File: src/rtl/game_pkg.sv
// Shared scene encoding and pixel-width helper for the game display path.
package game_pkg;

    typedef enum logic [1:0] {
        StTitle  = 2'd0,
        StPlay   = 2'd1,
        StPaused = 2'd2,
        StOver   = 2'd3
    } scene_e;

    // Width of one packed R,G,B pixel for a given channel width.
    function automatic int unsigned rgb_width(input int unsigned color_w);
        return 3 * color_w;
    endfunction

endpackage

File: src/rtl/scene_pixel_mux.sv
// Combinational pixel path: picks the source for the scene, then applies dim and blink.
module scene_pixel_mux
    import game_pkg::*;
#(
    parameter int unsigned NUM_SRC = 3,
    parameter int unsigned COLOR_W = 4
) (
    input  scene_e                                   state,
    input  logic                                     video_on,
    input  logic                                     blink,
    input  logic [NUM_SRC*rgb_width(COLOR_W)-1:0]    src_rgb,
    output logic [rgb_width(COLOR_W)-1:0]            rgb_next
);

    localparam int unsigned PixW    = rgb_width(COLOR_W);
    localparam int unsigned OverSrc = (NUM_SRC > 2) ? 2 : 1;

    logic [PixW-1:0]    src_sel;
    logic [COLOR_W-1:0] red;
    logic [COLOR_W-1:0] green;
    logic [COLOR_W-1:0] blue;

    always_comb begin
        case (state)
            StTitle:          src_sel = src_rgb[0 +: PixW];
            StPlay, StPaused: src_sel = src_rgb[PixW +: PixW];
            default:          src_sel = src_rgb[OverSrc*PixW +: PixW];
        endcase
    end

    assign {red, green, blue} = src_sel;

    always_comb begin
        rgb_next = src_sel;
        if (!video_on) begin
            rgb_next = '0;
        end else if (state == StPaused) begin
            rgb_next = {red >> 1, green >> 1, blue >> 1};
        end else if ((state == StOver) && blink) begin
            rgb_next = '0;
        end
    end

endmodule

File: src/rtl/scene_sequencer.sv
// Game scene FSM with frame/hold counters and the registered pixel output stage.
module scene_sequencer
    import game_pkg::*;
#(
    parameter int unsigned NUM_SRC     = 3,
    parameter int unsigned COLOR_W     = 4,
    parameter int unsigned FRAME_W     = 8,
    parameter int unsigned FRAME_Y     = 481,
    parameter int unsigned HOLD_FRAMES = 120,
    parameter int unsigned BLINK_BIT   = 4
) (
    input  logic                                  clk_100MHz,
    input  logic                                  reset,
    input  logic                                  p_tick,
    input  logic                                  video_on,
    input  logic [9:0]                            x,
    input  logic [9:0]                            y,
    input  logic                                  game_start,
    input  logic                                  pause,
    input  logic                                  game_over,
    input  logic [NUM_SRC*rgb_width(COLOR_W)-1:0] src_rgb,
    output logic [rgb_width(COLOR_W)-1:0]         rgb,
    output logic                                  game_freeze,
    output logic [1:0]                            scene,
    output logic [FRAME_W-1:0]                    frame_cnt
);

    localparam int unsigned PixW  = rgb_width(COLOR_W);
    localparam int unsigned HoldW = $clog2(HOLD_FRAMES + 1);
    localparam logic [HoldW-1:0] HoldMax = HoldW'(HOLD_FRAMES);

    scene_e             state_q, state_d;
    logic [FRAME_W-1:0] frame_cnt_q, frame_cnt_d;
    logic [HoldW-1:0]   hold_cnt_q, hold_cnt_d;
    logic [PixW-1:0]    rgb_q, rgb_d;
    logic [PixW-1:0]    rgb_next;
    logic               frame_tick;

    assign frame_tick = p_tick && (y == 10'(FRAME_Y)) && (x == 10'd0);

    always_comb begin
        state_d = state_q;
        unique case (state_q)
            StTitle: begin
                if (game_start) state_d = StPlay;
            end
            StPlay: begin
                if (!game_start)    state_d = StTitle;
                else if (game_over) state_d = StOver;
                else if (pause)     state_d = StPaused;
            end
            StPaused: begin
                if (!game_start) state_d = StTitle;
                else if (!pause) state_d = StPlay;
            end
            StOver: begin
                if ((hold_cnt_q == HoldMax) && !game_start) state_d = StTitle;
            end
            default: state_d = StTitle;
        endcase
    end

    always_comb begin
        frame_cnt_d = frame_cnt_q;
        if (frame_tick) frame_cnt_d = frame_cnt_q + 1'b1;
    end

    // Held at zero outside OVER, so it always starts from 0 on entry.
    always_comb begin
        hold_cnt_d = hold_cnt_q;
        if (state_q != StOver) begin
            hold_cnt_d = '0;
        end else if (frame_tick && (hold_cnt_q != HoldMax)) begin
            hold_cnt_d = hold_cnt_q + 1'b1;
        end
    end

    scene_pixel_mux #(
        .NUM_SRC (NUM_SRC),
        .COLOR_W (COLOR_W)
    ) u_pixel_mux (
        .state    (state_q),
        .video_on (video_on),
        .blink    (frame_cnt_q[BLINK_BIT]),
        .src_rgb  (src_rgb),
        .rgb_next (rgb_next)
    );

    // rgb_next comes from state_q, so a same-clock transition uses the old scene.
    always_comb begin
        rgb_d = rgb_q;
        if (p_tick) rgb_d = rgb_next;
    end

    always_ff @(posedge clk_100MHz) begin
        if (reset) begin
            state_q     <= StTitle;
            frame_cnt_q <= '0;
            hold_cnt_q  <= '0;
            rgb_q       <= '0;
        end else begin
            state_q     <= state_d;
            frame_cnt_q <= frame_cnt_d;
            hold_cnt_q  <= hold_cnt_d;
            rgb_q       <= rgb_d;
        end
    end

    assign rgb         = rgb_q;
    assign game_freeze = (state_q != StPlay);
    assign scene       = state_q;
    assign frame_cnt   = frame_cnt_q;

endmodule

File: config.mk
export PLATFORM = sky130hd
export DESIGN_NAME = scene_sequencer
export DESIGN_NICKNAME = d
export VERILOG_FILES = /design/src/rtl/game_pkg.sv /design/src/rtl/scene_pixel_mux.sv /design/src/rtl/scene_sequencer.sv
export SDC_FILE = /design/constraint.sdc
export NUM_CORES = 1
export LEC_CHECK = 0
export BUFFER_PORTS_ARGS = -buffer_cell sky130_fd_sc_hd__buf_2
export CAP_MARGIN = 10
export CORE_MARGIN = 3
export CORE_UTILIZATION = 25
export CTS_CLUSTER_SIZE = 24
export DETAILED_ROUTE_END_ITERATION = 16
export MAX_ROUTING_LAYER = met4
export PLACE_DENSITY = 0.53
export SLEW_MARGIN = 20
export SYNTH_ARGS = -nofsm -noshare
export SYNTH_HDL_FRONTEND = slang
export SYNTH_HIERARCHICAL = 1
export SYNTH_SLANG_ARGS = --single-unit
File: constraint.sdc
create_clock -name clk_100MHz -period 5.34 [get_ports clk_100MHz]
set_input_delay 0.534 -clock clk_100MHz [delete_from_list [all_inputs] [get_ports clk_100MHz]]
set_output_delay 0.534 -clock clk_100MHz [all_outputs]
set_load 0.05 [all_outputs]
**Yosys cells after proc, flatten, opt, wreduce, memory -nomap -nowiden**

Index checks and enable logic that the tools add are counted.

- Register bits after elaboration: 29
- Input port bits: 63
- Output and inout bits: 23
- Logic and storage cells: 41

- $add $sub $neg: 2
- Equality and inequality tests: 12
- Multiplexer cells: 12
- Reduce and logical (&&, ||, !) cells: 11

Operator list:

| operator | count |
|---|---|
| 2-to-1 mux 12 bit | 3 |
| case mux 12 bit (2 select lines) | 1 |
| 2-to-1 mux 2 bit | 7 |
| equality test 10 x 9 -> 1 bit (second input constant) | 1 |
| zero test 10 bit | 1 |
| adder 8 x 1 -> 8 bit (second input constant) | 1 |
| case mux 2 bit (4 select lines) | 1 |
| adder 7 x 1 -> 7 bit (second input constant) | 1 |
| equality test 7 bit (second input constant) | 1 |
| != test 7 bit (second input constant) | 1 |
| != test 2 bit (second input constant) | 3 |
| logical AND 1 bit | 5 |
| equality test 2 bit (second input constant) | 2 |
| != test 4 bit (second input constant) | 1 |
| AND reduction 4 bit | 1 |
| OR reduction 2 bit | 2 |
| != test 3 bit (second input constant) | 1 |
| equality test 2 x 1 -> 1 bit (second input constant) | 1 |
| zero test 2 bit | 1 |
| != test 2 x 1 -> 1 bit (second input constant) | 1 |
| zero test 1 bit | 1 |

**Logic depth before layout (Yosys ltp)**

Gate-level depths: netlist of the first run.

- Depth in word-level cells: 6
- Mapped depth: 8
- Gate-level depth less buffers: 7

**Modules after synthesis**

The synthesis of the first run kept the hierarchy.

By module, submodules not included:

| module | times used | cells each | area each (µm²) | seq. area each (µm²) |
|---|---|---|---|---|
| scene_sequencer | 1 | 154 | 1448.9 | 580.6 |
| scene_pixel_mux | 1 | 51 | 411.6 | 0.0 |

**Worst setup path after synthesis of the first run**

Ideal clock, no wire load.

- Path type: reg-to-reg
- From: reg state_q[0], in the netlist scene[0]
- To: reg rgb_q[0], in the netlist rgb[0]
- Setup time: 128 ps
- Arrival: 2019 ps
- Required time: 5212 ps
- Path slack: 3194 ps
- Stages on the path, launching flop included: 9
- Path buffers: 1
- Clock period less this slack: 2146 ps
- Cells stage by stage: dfxtp_1 > inv_1 > ha_1 > buf_6 > a221o_1 > o21ai_2 > o32ai_1 > mux2i_1 > nor2_1

- Longest elaborated chain between the ends: 6
- Elaborated cells between the ends (all ways): 10
- Those cells by class: eq/ne (3); mux (4); reduce/logical (3)

Ends and longest elaborated chain:

| item | RTL line | RTL |
|---|---|---|
| from (decl) | scene_sequencer.sv:32 | `scene_e state_q, state_d;` |
| from (signal assigned) | scene_sequencer.sv:97 | `state_q <= StTitle;` |
| from (signal assigned) | scene_sequencer.sv:102 | `state_q <= state_d;` |
| equality test 2 x 1 -> 1 bit or equality test 2 bit (tied branches) | scene_pixel_mux.sv:24, scene_pixel_mux.sv:37 |  |
| OR reduction 2 bit | scene_pixel_mux.sv:24 | `case (state)` |
| case mux 12 bit (2 select lines) | scene_pixel_mux.sv:24 |  |
| 2-to-1 mux 12 bit | scene_pixel_mux.sv:39 | `end else if ((state == StOver) && blink) begin` |
| 2-to-1 mux 12 bit (*) | scene_pixel_mux.sv:37 | `end else if (state == StPaused) begin` |
| 2-to-1 mux 12 bit (*) | scene_pixel_mux.sv:35 | `if (!video_on) begin` |
| via rgb_next[0] | scene_sequencer.sv:36 | `logic [PixW-1:0] rgb_next;` |
| to (signal assigned) | scene_sequencer.sv:105 | `rgb_q <= rgb_d;` |
| to (decl) | scene_sequencer.sv:35 | `logic [PixW-1:0] rgb_q, rgb_d;` |

The timed path passes the listed nets; every way through them passes the cells marked *.
A chain may end at the register's enable or synchronous reset.

**Worst setup path after layout of the first run**

- From: reg state_q[1], in the netlist scene[1]
- To: reg rgb_q[6], in the netlist rgb[6]

The elaborated chain is that of the path after synthesis.

==> summary.md, run 1 <==
| Metric | Value |
|---|---|
| CP bufs+invs | 1 |
| Initial core utilization | 26.5% |
| Number of global-route vias before repair | 1,811 |
| RSZ-0062 raised after global routing | no |
| Ant. Diodes | 0 |
| Vias per cell | 4.96 |
| Final period util | 42.8% |
| Post-layout nets | 355 |
| GR Overflow Total | 0 |
| Max-Cap Viols | 0 |
| CTS root buf | clkbuf_8 |
| Cell area after synthesis | 1860 um2 |
| Post-Synth Adder-Cell Area | 4.71% |
| Ys flop type | dfxtp_1 |
| Fin Setup TNS | 0 ns |
| Largest fanout on the critical path | 13 |
| Share of cells above drive strength 1 | 37.4% |
| CP max stage cell | dfxtp_1 |
| Core Area | 7020 um2 |
| Largest net degree at the start of global routing | 27 |
| Endpoints failing setup | 0 |
| Initial antenna violation count | 0 |
| Placed cell area | 2320 um2 |
| Final-layout fill cell count | 772 |
| Setup bufs post-CTS | 0 |
| First-pass GRT wire length | 8630 um |
| CP Launch Type | flop |
| Detailed-placement wirelength estimate | 3940 um |
| Routed Wire Length | 5160 um |
| DIE WIDTH | 92.3 um |
| Crit path DAT | 2.43 ns |
| Die area | 8510 um2 |
| CP Class | flop to flop |
| Family with the most delay on the worst path | flip-flops |
| Number of synthesized flops with an enable pin | 0 |
| CTS Hold Buffers Added | 0 |
| Status | finished, final reports clean |
| DRC | 0 |
| Simple-gate area share of the yosys netlist | 25.8% |
| Worst Max-Slew Pin Slew | 0.610 ns |
| Data required, critical path | 5.49 ns |
| Clk buf depth | 2 |
| Clock Latency Late Sink | 0.28 ns |
| Clk slew on worst S/H paths | 0.06 ns |
| Io pins | 86 |
| Clock buffer count from CTS | 5 |
| Crit path cell chain | ha_1, inv_1, o21ai_0, o22ai_1, mux2i_1, nor2_1 |
| Minimum clock period | 2.28 ns |
| Worst Setup End Kind | flop |
| Maximum clock rate | 438 MHz |
| H-tree levels | 2 |
| Port bufs | 85 |
| Main combinational cell family by area after synthesis | simple AND/OR/NAND/NOR gates |
| Final Skew | 0.00381 ns |
| DR pass1 iterations | 4 |
| Number of synthesized register bits | 29 |
| Yosys warnings | 6 |
| Pwr Total | 558 uW |
| Most common cell in the synthesized netlist | dfxtp_1 |
| Asr flop ratio synth | 0% |
| Antenna Nets Post-Route | 0 |
| Reg2Reg Setup Slack | 3.06 ns |
| Mux share of post-synthesis cell area | 6.46% |
| PostCTS Resize Cnt | 0 |
| Row count | 30 |
| Clock sinks | 29 |
| GRT Total Usage | 12.5% |
| Ranking of synthesized cells by area | dfxtp_1 31%, mux2i_1 6.5%, o31ai_1 5.2%, a221o_1 4.8%, ha_1 4.7% |
| Area Overhead vs Synth | 30.3% |
| Avg Inst Size Synth | 9.08 um2 |
| Netlist cell types | 40 |
| Fin area | 2420 um2 |
| Most instantiated cells after synthesis | 29 x dfxtp_1, 18 x nor2_1, 17 x a21oi_1 |
| Post-synthesis compound-gate area fraction | 25.7% |
| Cell Pwr Density | 230 nW/um2 |
| DR vias | 1,896 |
| Detailed Route Iter0 Violations | 58 |
| Synth area leader | dfxtp_1 |
| Peak supply drop | 0.0700 mV |
| Slew headroom | 59.2% |
| Hold Path Class | flop to flop |
| Part of the Yosys area used for sequential elements | 31.2% |
| Static Leak | 0.00102 uW |
| Top cell type's share of synthesized area | 31.2% |
| Post-Synth XOR/XNOR Area | 0% |
| Routability congestion estimate | 0.757 |
| Drt wl/cell | 13.5 um |
| Post-Syn Instances | 205 |
| CTS tree | done |
| Slew Limit Fails | 0 |
| Syn nets | 275 |
| CP peak stage delay | 0.56 ns |
| Final hold vios | 0 |
| Die height | 92.3 um |
==> per-stage QoR <==
stage / hold slack (ns) / worst slack, ns / std cells / util (%)
floorplan: 0.448 / 3.19 / 205 / -
global placement: 0.467 / 3.02 / 374 / 33.1
detailed placement: 0.472 / 2.93 / 374 / 33.1
CTS: 0.487 / 3.06 / 382 / 34.5
global route: 0.517 / 2.78 / 382 / 34.5
finish: 0.486 / 3.06 / 382 / 34.5
==> sequential cells by signal, indices dropped and copies added (netlist names) <==
register / flops
frame_cnt: 8
hold_cnt_q: 7
rgb: 12
scene: 2
==> report_power, final <==
group | total, uW | internal, uW | leakage (uW) | switching (uW)
Combinational | 129 | 53.2 | 0.000733 | 76.1
Sequential | 229 | 223 | 0.000235 | 5.78
Clock | 200 | 116 | 0.0000542 | 83.6
==> final timing paths <==
path / from / to / cells past startpoint
worst max register to register: scene[1]$_SDFFE_PP0P_ / rgb[6]$_SDFFE_PP0P_ / 6
worst max-delay path: scene[1]$_SDFFE_PP0P_ / rgb[6]$_SDFFE_PP0P_ / 6
worst min register to register: frame_cnt[7]$_SDFFE_PP0P_ / frame_cnt[7]$_SDFFE_PP0P_ / 2
worst min-delay path: frame_cnt[7]$_SDFFE_PP0P_ / frame_cnt[7]$_SDFFE_PP0P_ / 2
==> cells in the final DEF (no fill, tap or decap), types with 8 or more instances in the layout <==
cell     count
buf_2       85
inv_1        8
or4_1       10
mux2i_1     12
a21oi_1     17
o31ai_1     13
a221o_1      9
nor2_1      18
nand3_1      9
dfxtp_1     29
==> metal layers <==
layer / vias to the layer above / part of all wire, % / global-route usage (%)
met3: 2 / 7.9 / 3.53
met4: 0 / 0.31 / 2.23
li1: 964 / - / -
met5: - / 0 / -
met2: 74 / 42 / 19.3
met1: 856 / 49 / 16.6
==> cells by family after synthesis <==
| kind of cell | after synthesis |
|---|---|
| mux | 12 |
| buf+inv | 20 |
| compound gates | 67 |
| flops | 29 |
| fa+ha+maj | 7 |
| simple gates | 70 |
==> final cells by class <==
| class | count | area [um2] | area share (%) |
|---|---|---|---|
| clock inverter | 1 | 5.00 | 0.207 |
| sequential | 29 | 581 | 24.0 |
| tap | 96 | 120 | 4.96 |
| multi-input combinational | 156 | 1170 | 48.1 |
| clock buffer | 7 | 96.3 | 3.98 |
| inverter | 8 | 30.0 | 1.24 |
| timing repair buffer | 85 | 425 | 17.6 |
==> worst register-to-register path, stage by stage, from the launching register on <==
cell     delay, ns
dfxtp_1       0.56
ha_1          0.50
inv_1         0.34
o21ai_0       0.41
o22ai_1       0.15
mux2i_1       0.15
nor2_1        0.05
No activity file was read; power rests on OpenSTA's default activity.
==> inputs of run 2 (changes only) <==
- PLACE_DENSITY: 0.53 -> 0.55
- clock period: 5.34 -> 1.9 ns (I/O delays scaled with it)
==> run 2 against run 1 <==
  * Clock power rose to 2.6 times the previous value
  * Global-route usage up 0.38 points
  * Largest cell class unchanged
  * Highest routed layer unchanged
  * Critical path type unchanged
  * Power grew to 2.8 times the previous value
  * Final cell count increased by 1.8%
==> summary.md, run 2 (synthesis results as in run 1) <==
| Metric | Value |
|---|---|
| Port bufs | 85 (unchanged) |
| Fin area | 2470 um2 (+2.1%) |
| Dpl cells | 382 (+2.1%) |
| Clk buf depth | 2 (unchanged) |
| CTS root buf | clkbuf_8 |
| Drt wl/cell | 14.2 um (+4.8%) |
| Number of global-route vias before repair | 1,887 (+4.2%) |
| Initial antenna violation count | 0 (unchanged) |
| First-pass GRT wire length | 8850 um (+2.5%) |
| Slew Limit Fails | 0 (unchanged) |
| CP Launch Type | flop |
| Max FFs per register | 12 (unchanged) |
| Minimum clock period | 1.72 ns (-0.565 ns) |
| Clock Latency Late Sink | 0.27 ns (about the same) |
| Endpoints failing setup | 0 (unchanged) |
| Initial core utilization | 26.5% (unchanged) |
| DRC | 0 (unchanged) |
| GRT Total Usage | 12.9% (+0.38 points) |
| DIE WIDTH | 92.3 um (unchanged) |
| Reg2Reg Setup Slack | 0.18 ns (-2.88 ns) |
| Vias per cell | 5.05 (+1.8%) |
| Data required, critical path | 2.05 ns (-3.44 ns) |
| Detailed Route Iter0 Violations | 54 (-6.9%) |
| Static Leak | 0.00105 uW (+2.7%) |
| GR Overflow Total | 0 (unchanged) |
| Final period util | 90.4% (+48 points) |
| Placed cell area | 2380 um2 (+2.7%) |
| CTS Hold Buffers Added | 0 (unchanged) |
| Post-layout nets | 363 (+2.3%) |
| Cell Pwr Density | 620 nW/um2 (+170%) |
| Worst Setup End Kind | flop |
| Routability congestion estimate | 0.812 (+7.2%) |
| Clock buffer count from CTS | 5 (unchanged) |
| Row count | 30 (unchanged) |
| Slew headroom | 69.7% (+11 points) |
| Ant. Diodes | 0 (unchanged) |
| PostCTS Resize Cnt | 0 (unchanged) |
| Most frequent cells in the layout | 85 x buf_2, 27 x dfxtp_1, 18 x nor2_1 |
| Maximum clock rate | 582 MHz (+33%) |
| RSZ-0062 raised after global routing | no |
| Final hold vios | 0 (unchanged) |
| CTS tree | done |
| Largest fanout on the critical path | 12 (-1) |
| Die area | 8510 um2 (unchanged) |
| Largest net degree at the start of global routing | 27 (unchanged) |
| CP Class | flop to flop |
| Hold Worst Slack | 0.240 ns (-0.246 ns) |
| Worst Max-Slew Pin Slew | 0.454 ns (-0.155 ns) |
| Clk slew on worst S/H paths | 0.06 ns (about the same) |
| Max-Cap Viols | 0 (unchanged) |
| Status | finished, final reports clean |
| Hold Path Class | input port to flop |
| Sw Share | 30.1% (+0.48 points) |
| Io pins | 86 (unchanged) |
| Fin util | 35.2% (+0.71 points) |
| H-tree levels | 2 (unchanged) |
| DR vias | 1,966 (+3.7%) |
| Sw power | 462 uW (+180%) |
| Setup bufs post-CTS | 0 (unchanged) |
| DR pass1 iterations | 4 (unchanged) |
| Detailed-placement wirelength estimate | 4230 um (+7.1%) |
| Finished Layout Cells | 389 (+1.8%) |
| Peak supply drop | 0.238 mV (+240%) |
| Pint | 1070 uW (+170%) |
| Core Area | 7020 um2 (unchanged) |
| Most common cell after layout, fill and taps aside | buf_2 |
| Crit path DAT | 1.87 ns (-0.56 ns) |
| Clock sinks | 29 (unchanged) |
| Logic pwr share | 25.1% (+1.9 points) |
| Sequential cell fraction of total power | 41.4% (+0.4 points) |
| Final Skew | 0.00468 ns (+0.000871 ns) |
| Fin Setup TNS | 0 ns (unchanged) |
| Antenna Nets Post-Route | 0 (unchanged) |
| Routed Wire Length | 5510 um (+6.7%) |
| Share of cells above drive strength 1 | 39.6% (+2.2 points) |
| Area Overhead vs Synth | 33.0% |
| Clock power frac | 33.4% (-2.4 points) |
| Die height | 92.3 um (unchanged) |
## run 2: cell type report
type | count | area (um2)
Fill cell | 760 | 4550
Multi-Input combinational cell | 156 | 1170
Sequential cell | 29 | 583
Timing Repair Buffer | 93 | 485
Tap cell | 96 | 120
Clock buffer | 7 | 86.3
Inverter | 8 | 30.0
## run 2: routing by layer
metal,wire [um],vias up,track usage [%]
met3,422,5,3.28
met5,0,-,-
met1,2450,912,15.5
met2,2600,65,21.8
met4,36,0,2.97
li1,-,984,-
## run 2: final timing paths
kind / startpoint / to / cells after the start
worst max-delay path: scene[0]$_SDFFE_PP0P_ / rgb[2]$_SDFFE_PP0P_ / 8
worst min-delay path: pause / scene[1]$_SDFFE_PP0P_ / 3
worst max register to register: scene[0]$_SDFFE_PP0P_ / rgb[2]$_SDFFE_PP0P_ / 8
worst min register to register: frame_cnt[7]$_SDFFE_PP0P_ / frame_cnt[7]$_SDFFE_PP0P_ / 2
## run 2: power groups by stage
stage	sequential (uW)	clock, uW	combinational, uW
after floorplan	718	0	190
after global placement	650	0	382
after detailed placement	650	0	384
after CTS	637	528	386
after global routing	639	557	417
final	636	513	386
## run 2: through the flow
stage	power, uW	setup WS [ns]
6_report	1530	0.182
5_1_grt	1610	0.0405
4_1_cts	1550	0.113
3_5_place_dp	1030	0.125
3_3_place_gp	1030	0.113
2_1_floorplan	908	0.00232
## run 2: critical path: stages (launching register included)
cell and delay [ns]:
dfxtp_2 0.31, buf_4 0.16, ha_1 0.22, buf_4 0.18, a221o_1 0.25, o21ai_0 0.13
o22ai_1 0.14, mux2i_1 0.15, nor2_1 0.05
